**src/rtl/ram_arbiter2.sv**
```systemverilog
// ram_arbiter2: round-robin arbiter sharing one single-port RAM between two requesters, with bounded lock
module ram_arbiter2 #(
    parameter int AW       = 14,
    parameter int DW       = 16,
    parameter int MAX_LOCK = 4
) (
    input  logic          clk_i,
    input  logic          rst_ni,
    input  logic          req_a_i,
    input  logic          we_a_i,
    input  logic          lock_a_i,
    input  logic [AW-1:0] addr_a_i,
    input  logic [DW-1:0] wdata_a_i,
    output logic          gnt_a_o,
    output logic          rvalid_a_o,
    output logic [DW-1:0] rdata_a_o,
    input  logic          req_b_i,
    input  logic          we_b_i,
    input  logic          lock_b_i,
    input  logic [AW-1:0] addr_b_i,
    input  logic [DW-1:0] wdata_b_i,
    output logic          gnt_b_o,
    output logic          rvalid_b_o,
    output logic [DW-1:0] rdata_b_o,
    output logic [AW-1:0] mem_addr_o,
    output logic [DW-1:0] mem_in_o,
    output logic          mem_load_o,
    input  logic [DW-1:0] mem_out_i
);
    typedef enum logic [1:0] {OWN_NONE, OWN_A, OWN_B} owner_e;
    localparam logic [3:0] MAX_CNT = 4'(MAX_LOCK);
    owner_e        owner_q, owner_d;
    logic          last_b_q, last_b_d;
    logic [3:0]    lock_cnt_q, lock_cnt_d, cnt_inc;
    logic          rvalid_a_q, rvalid_a_d, rvalid_b_q, rvalid_b_d;
    logic [DW-1:0] rdata_a_q, rdata_a_d, rdata_b_q, rdata_b_d;
    logic          lock_ok, gnt_a, gnt_b;
    // grant selection: lock owner first, then sole requester, then round-robin; suppressed during reset
    always_comb begin
        gnt_a   = 1'b0;
        gnt_b   = 1'b0;
        lock_ok = lock_cnt_q < MAX_CNT;
        if (owner_q == OWN_A && req_a_i && lock_ok) gnt_a = 1'b1;
        else if (owner_q == OWN_B && req_b_i && lock_ok) gnt_b = 1'b1;
        else if (req_a_i && req_b_i) begin
            gnt_a = last_b_q;
            gnt_b = !last_b_q;
        end else begin
            gnt_a = req_a_i;
            gnt_b = req_b_i;
        end
        gnt_a = gnt_a & rst_ni;
        gnt_b = gnt_b & rst_ni;
    end
    assign gnt_a_o    = gnt_a;
    assign gnt_b_o    = gnt_b;
    assign mem_addr_o = gnt_b ? addr_b_i : addr_a_i;
    assign mem_in_o   = gnt_b ? wdata_b_i : wdata_a_i;
    assign mem_load_o = (gnt_a & we_a_i) | (gnt_b & we_b_i);
    assign cnt_inc    = lock_cnt_q + {3'b000, lock_cnt_q != 4'hF};
    // next state: ownership bookkeeping on grants, lock abandonment, registered read return
    always_comb begin
        last_b_d   = last_b_q;
        owner_d    = owner_q;
        lock_cnt_d = lock_cnt_q;
        if (gnt_a) begin
            last_b_d   = 1'b0;
            owner_d    = lock_a_i ? OWN_A : OWN_NONE;
            lock_cnt_d = !lock_a_i ? 4'd0 : owner_q == OWN_A ? cnt_inc : 4'd1;
        end else if (gnt_b) begin
            last_b_d   = 1'b1;
            owner_d    = lock_b_i ? OWN_B : OWN_NONE;
            lock_cnt_d = !lock_b_i ? 4'd0 : owner_q == OWN_B ? cnt_inc : 4'd1;
        end else if ((owner_q == OWN_A && !req_a_i) || (owner_q == OWN_B && !req_b_i)) begin
            owner_d    = OWN_NONE;
            lock_cnt_d = 4'd0;
        end
        rvalid_a_d = gnt_a & !we_a_i;
        rvalid_b_d = gnt_b & !we_b_i;
        rdata_a_d  = rvalid_a_d ? mem_out_i : rdata_a_q;
        rdata_b_d  = rvalid_b_d ? mem_out_i : rdata_b_q;
    end
    // state registers; B counts as last served out of reset so A wins the first tie
    always_ff @(posedge clk_i or negedge rst_ni) begin
        if (!rst_ni) begin
            last_b_q   <= 1'b1;
            owner_q    <= OWN_NONE;
            lock_cnt_q <= 4'd0;
            rvalid_a_q <= 1'b0;
            rvalid_b_q <= 1'b0;
            rdata_a_q  <= '0;
            rdata_b_q  <= '0;
        end else begin
            last_b_q   <= last_b_d;
            owner_q    <= owner_d;
            lock_cnt_q <= lock_cnt_d;
            rvalid_a_q <= rvalid_a_d;
            rvalid_b_q <= rvalid_b_d;
            rdata_a_q  <= rdata_a_d;
            rdata_b_q  <= rdata_b_d;
        end
    end
    assign rvalid_a_o = rvalid_a_q;
    assign rvalid_b_o = rvalid_b_q;
    assign rdata_a_o  = rdata_a_q;
    assign rdata_b_o  = rdata_b_q;
endmodule

```
**config.mk**
```make
export PLATFORM = sky130hd
export DESIGN_NAME = ram_arbiter2
export DESIGN_NICKNAME = d
export VERILOG_FILES = /design/src/rtl/ram_arbiter2.sv
export SDC_FILE = /design/constraint.sdc
export NUM_CORES = 1
export LEC_CHECK = 0
export ABC_AREA = 1
export CORE_MARGIN = 1.5
export CORE_UTILIZATION = 37
export CTS_CLUSTER_DIAMETER = 100
export DETAILED_ROUTE_END_ITERATION = 16
export GPL_TIMING_DRIVEN = 0
export MAX_ROUTING_LAYER = met4
export PLACE_DENSITY = 0.92
export SLEW_MARGIN = 10
export SYNTH_ARGS = -nofsm -noshare
export SYNTH_HDL_FRONTEND = slang
export SYNTH_SLANG_ARGS = --single-unit
```
**constraint.sdc**
```tcl
create_clock -name clk_i -period 2.14 [get_ports clk_i]
set_input_delay 0.321 -clock clk_i [delete_from_list [all_inputs] [get_ports clk_i]]
set_output_delay 0.321 -clock clk_i [all_outputs]
set_load 0.05 [all_outputs]
```
=== Yosys cells after proc, flatten, opt, wreduce, memory -nomap -nowiden ===
Cells that the tools add are included.

* Bits in registers: 41
* Input port bits: 84
* Output and inout port bits: 67

* Add/subtract/negate cells: 1
* Order comparisons: 1
* Equal/unequal tests: 3
* Muxes and demuxes: 22
* Bitwise gates (word level): 7
* Reduce and logical (&&, ||, !) cells: 15

{| class="wikitable"
|+ Operators with widths
! operator !! count
|-
| 4-bit 2-to-1 mux || 7
|-
| 16-bit 2-to-1 mux || 1
|-
| 14-bit 2-to-1 mux || 1
|-
| 1-bit 2-to-1 mux || 9
|-
| 2-bit 2-to-1 mux || 4
|-
| 1-bit logical AND || 7
|-
| 1-bit AND || 6
|-
| 1-bit logical NOT || 5
|-
| 4-bit by 1-bit adder with 4-bit output || 1
|-
| 4-bit by 3-bit < comparator with 1-bit output (second input constant) || 1
|-
| 4-bit inequality test (second input constant) || 1
|-
| 3-bit nonzero test || 1
|-
| 2-bit by 1-bit == test with 1-bit output (second input constant) || 1
|-
| 2-bit == test (second input constant) || 1
|-
| 2-bit nonzero test || 1
|-
| 1-bit logical OR || 1
|-
| 1-bit bitwise OR || 1
|}

=== Longest topological paths before layout ===
* Depth after elaboration: 8
* Mapped depth: 11

=== Worst setup path before layout ===
OpenSTA, ideal clock, no wires.

* Path type: register to output
* From: register lock_cnt_q[2]
* To: output mem_load_o
* Arrival time: 2.082 ns
* Setup slack: -0.263 ns
* Cell stages (with the launch flop): 8
* Path through: dfrtp_1 -> nor2_2 -> inv_2 -> nor2_4 -> inv_2 -> nand2_4 -> nand2_2 -> o21ai_0

* Word-level cells in the longest chain between the ends: 7
* Elaborated cells between the ends (all ways): 12
* Classes of those cells: 1 x order compare; 4 x mux; 5 x bitwise; 2 x reduce/logical

{| class="wikitable"
|+ Ends and longest elaborated chain
! element !! line !! RTL
|-
| start, declared || 34 || <nowiki>logic [3:0] lock_cnt_q, lock_cnt_d, cnt_inc;</nowiki>
|-
| start signal, assigned || 96 || <nowiki>lock_cnt_q <= lock_cnt_d;</nowiki>
|-
| 4-bit by 3-bit < comparator with 1-bit output (*) || 42 || <nowiki>lock_ok = lock_cnt_q < MAX_CNT;</nowiki>
|-
| 1-bit logical AND || 44 || <nowiki>else if (owner_q == OWN_B && req_b_i && lock_ok) gnt_b = 1'b1;</nowiki>
|-
| 1-bit 2-to-1 mux || 44 ||
|-
| 1-bit 2-to-1 mux || 43 || <nowiki>if (owner_q == OWN_A && req_a_i && lock_ok) gnt_a = 1'b1;</nowiki>
|-
| 1-bit AND (on tied branches) || 52, 53 ||
|-
| 1-bit AND || 59 || <nowiki>assign mem_load_o = (gnt_a & we_a_i) | (gnt_b & we_b_i);</nowiki>
|-
| 1-bit bitwise OR (*) || 59 ||
|-
| end, declared || 27 || <nowiki>output logic mem_load_o,</nowiki>
|}

Mark *: on every way between the ends. The rest lies on a longest branch, timed or not.

=== Worst setup path after layout ===
* From: register lock_cnt_q[2]
* To: output mem_in_o[10]

* Word-level cells in the longest chain between the ends: 6
* Elaborated cells between the ends (all ways): 7
* Classes of those cells: 1 x order compare; 3 x mux; 1 x bitwise; 2 x reduce/logical

{| class="wikitable"
|+ Ends and longest elaborated chain
! element !! line !! RTL
|-
| 4-bit by 3-bit < comparator with 1-bit output (*) || 42 ||
|-
| 1-bit logical AND || 44 ||
|-
| 1-bit 2-to-1 mux || 44 ||
|-
| 1-bit 2-to-1 mux (*) || 43 ||
|-
| 1-bit AND (*) || 53 || <nowiki>gnt_b = gnt_b & rst_ni;</nowiki>
|-
| 16-bit 2-to-1 mux (*) || 58 || <nowiki>assign mem_in_o = gnt_b ? wdata_b_i : wdata_a_i;</nowiki>
|-
| end, declared || 26 || <nowiki>output logic [DW-1:0] mem_in_o,</nowiki>
|}

Marked as above.

==> summary.txt <==
Synth
  – Area contributors post-synth: dfrtp_1 43%, nand2_1 31%, o21ai_0 4.5%
  – Post-synthesis cell count: 330
  – Synth Warn #: 0
  – Syn avg cell area: 7.06 sq um
  – Sequential-to-total area share from yosys stat: 0.441
  – Post-synth top area cell: dfrtp_1
  – Area share of the largest cell type after synthesis: 0.430
  – Synth unique cells: 25
  – Synth Cell Area: 2330 sq um
  – Syn nets: 416
  – Register bit total from synthesis: 41

Power and ir drop
  – Pwr Total: approximately 5.4 mW
  – Peak VDD IR: 0.985 mV
  – Leak pwr: roughly 2.2 nW
  – P per Cell Area: about 1200 nW/um^2

Layout
  – N_diodes: 0
  – Nets: a little under 600
  – Syn-to-layout area delta: 92.5%
  – Final Non-Filler Cells: 577
  – Most frequent cells in the layout: 147 x nand2_1, 113 x clkdlybuf4s50_1, 41 x nand2_2
  – Share of post-route cells with drive strength above 1: 0.265
  – Most common cell after layout, fill and taps aside: nand2_1

Setup path
  – Req. time, crit path: between 1.5 and 2 ns
  – Worst Setup End Kind: output pin
  – CP max FO: 7
  – Setup CP Type: reg2out
  – Worst Path Arrival: 1.83 ns
  – Critical Path Start Type: flip-flop

Clock tree
  – H-Tree Depth: 2
  – CTS Sinks: 41
  – CTS root buf: clkbuf_8
  – Clock Path Buffers: 2
  – Clock latency on the worst-skew pair: about 0.3 ns
  – Inserted Clock Buffers: 5
  – CTS tree: built
  – Worst-path clk slew: 0.09 ns

Flow run
  – # Max-Cap Violations: 0

Place
  – Port Buffers: around 150
  – Placer Congestion: 0.981
  – Placed Cells incl. Taps: between 500 and 600
  – DP HPWL: between 6000 and 7000 um
  – Post-Place Worst Slack: -0.863 ns

Timing
  – Unrepaired setup endpoints after global routing: true
  – Tcrit/Tclk final: 1.01
  – Hold Worst Slack: 0.358 ns
  – Final WS setup: -0.0120 ns
  – Slew Limit Fails: 0
  – Minimum clock period: between 2 and 2.5 ns
  – Clock skew: between 0.01 and 0.015 ns
  – Final hold vios: 0
  – Slew margin rel.: 0.583
  – Worst-Margin Slew: 0.623 ns
  – Max Fclk: about 460 MHz
  – Final Setup Violations: 3

Route
  – Vias post-DR: 2849
  – # DRC: 0
  – DRT Pass-1 Iters: 4
  – Post-route ant nets: 0
  – Routed vias/inst: 4.94
  – Initial DRC Count: 135
  – Per-cell routed wire length: 15.3 um
  – Routed wire length: between 8000 and 9000 um

Floorplan
  – Core Region: 5990 sq um
  – Num rows: 28
  – Initial core utilization: 0.389
  – I/O pin cnt: 151
  – Die Y: between 80 and 90 um
  – Die W: between 80 and 90 um
  – Die area: ~6800 sq um

Global routing
  – Initial antenna violation count: 0
  – Grt ovf: 0
  – Number of global-route vias before repair: 2477
  – Largest net degree at the start of global routing: 28
  – First-pass GRT wire length: 11500 um
  – Total GRT Usage: 0.231

Outcome
  – Outcome: finished, violations left
  – Failing checks: setup timing

Hold path
  – Hold crit path type: in2reg
cells in the mapped netlist:
master / number
nor2_8: 1
buf_6: 5
dfstp_2: 1
clkbuf_1: 2
clkbuf_2: 1
nor2_2: 2
o22ai_1: 1
inv_4: 1
dfrtp_1: 40
nand3b_1: 1
nand3_1: 14
nand2_1: 191
nand2_2: 2
inv_1: 18
a21oi_1: 2
nand4_1: 4
nor3_1: 2
nand3_4: 1
nor2_1: 5
o21ai_0: 21
inv_2: 3
nor2_4: 2
nand2_4: 2
ha_1: 2
buf_4: 6
layout make-up:
class | instances | area, sq um
timing repair buffer | 164 | 1750
fill | 454 | 1510
multi-input combinational | 253 | 1260
sequential | 41 | 1030
buffer | 14 | 133
tap | 75 | 93.8
inverter | 22 | 90.1
clock buffer | 6 | 82.6
clock inverter | 2 | 37.5
flip-flops by register name (all words and copies together), names as in the netlist:
name	count
last_b_q	1
rvalid_b_o	1
rdata_b_o	16
rdata_a_o	16
lock_cnt_q	4
owner_q	2
rvalid_a_o	1
critical path: stages, from the launching register on:
cell,delay [ns]
dfrtp_2,0.44
nor2_4,0.13
inv_2,0.05
nor2_4,0.14
nor2_4,0.07
nand2_4,0.10
buf_8,0.15
buf_6,0.14
nand2_2,0.06
nand2_2,0.09
buf_8,0.15
routing by layer:
layer  wire (um)  GRT usage  up-vias
li1            -          -     1357
met2        4740      0.427      156
met5           0          -        -
met4         252     0.0644        0
met3         755     0.0495       21
met1        3100      0.247     1315
per-stage QoR:
stage | instance area, sq um | setup TNS, ns | util
final | 4480 | -0.0209 | 0.748
after detailed placement | 3930 | -26.42 | 0.656
after floorplan | 2330 | 0 | -
after CTS | 4090 | 0 | 0.683
after global placement | 3910 | -132.51 | 0.653
after global routing | 4480 | -1.62 | 0.748
repair_timing:
action | in CTS | in global routing
gates resized for setup | 218 | 104
gates cloned | 0 | 3
hold endpoints to repair | 13 | 0
pin swaps | 4 | 34
setup buffers | 6 | 3
hold buffers | 2 | 0
endpoints found under the setup margin | 33 | 32
cell families after synthesis:
logic type	after synthesis	share of synthesized area
adder cells (fa/ha/maj)	2	0.0107
buffers and inverters	36	0.0854
AO/OA/AOI/OAI	24	0.0521
AND/OR/NAND/NOR	227	0.411
flip-flops	41	0.441
path summary, 6_finish.rpt:
kind | from | end | slack [ns] | cells after the start
worst max-delay path | lock_cnt_q[2] | mem_in_o[10] | -0.01 | 10
max in group asynchronous | rst_ni | lock_cnt_q[2] | 1.13 | 2
worst min register to register | rdata_a_o[13] | rdata_a_o[13] | 0.49 | 2
min in group asynchronous | rst_ni | rdata_a_o[5] | 0.58 | 2
worst min-delay path | we_b_i | rdata_b_o[0] | 0.36 | 3
worst max register to register | lock_cnt_q[2] | lock_cnt_q[2] | 0.35 | 12
where the power goes:
| part | internal, mW | leakage (nW) | switching [mW] |
|---|---|---|---|
| sequential | 1.09 | 0.514 | 0.195 |
| clock | 0.379 | 0.0574 | 0.276 |
| combinational | 1.21 | 1.63 | 2.21 |
| total | 2.68 | 2.20 | 2.69 |
Power figures use the tool's default switching activity.
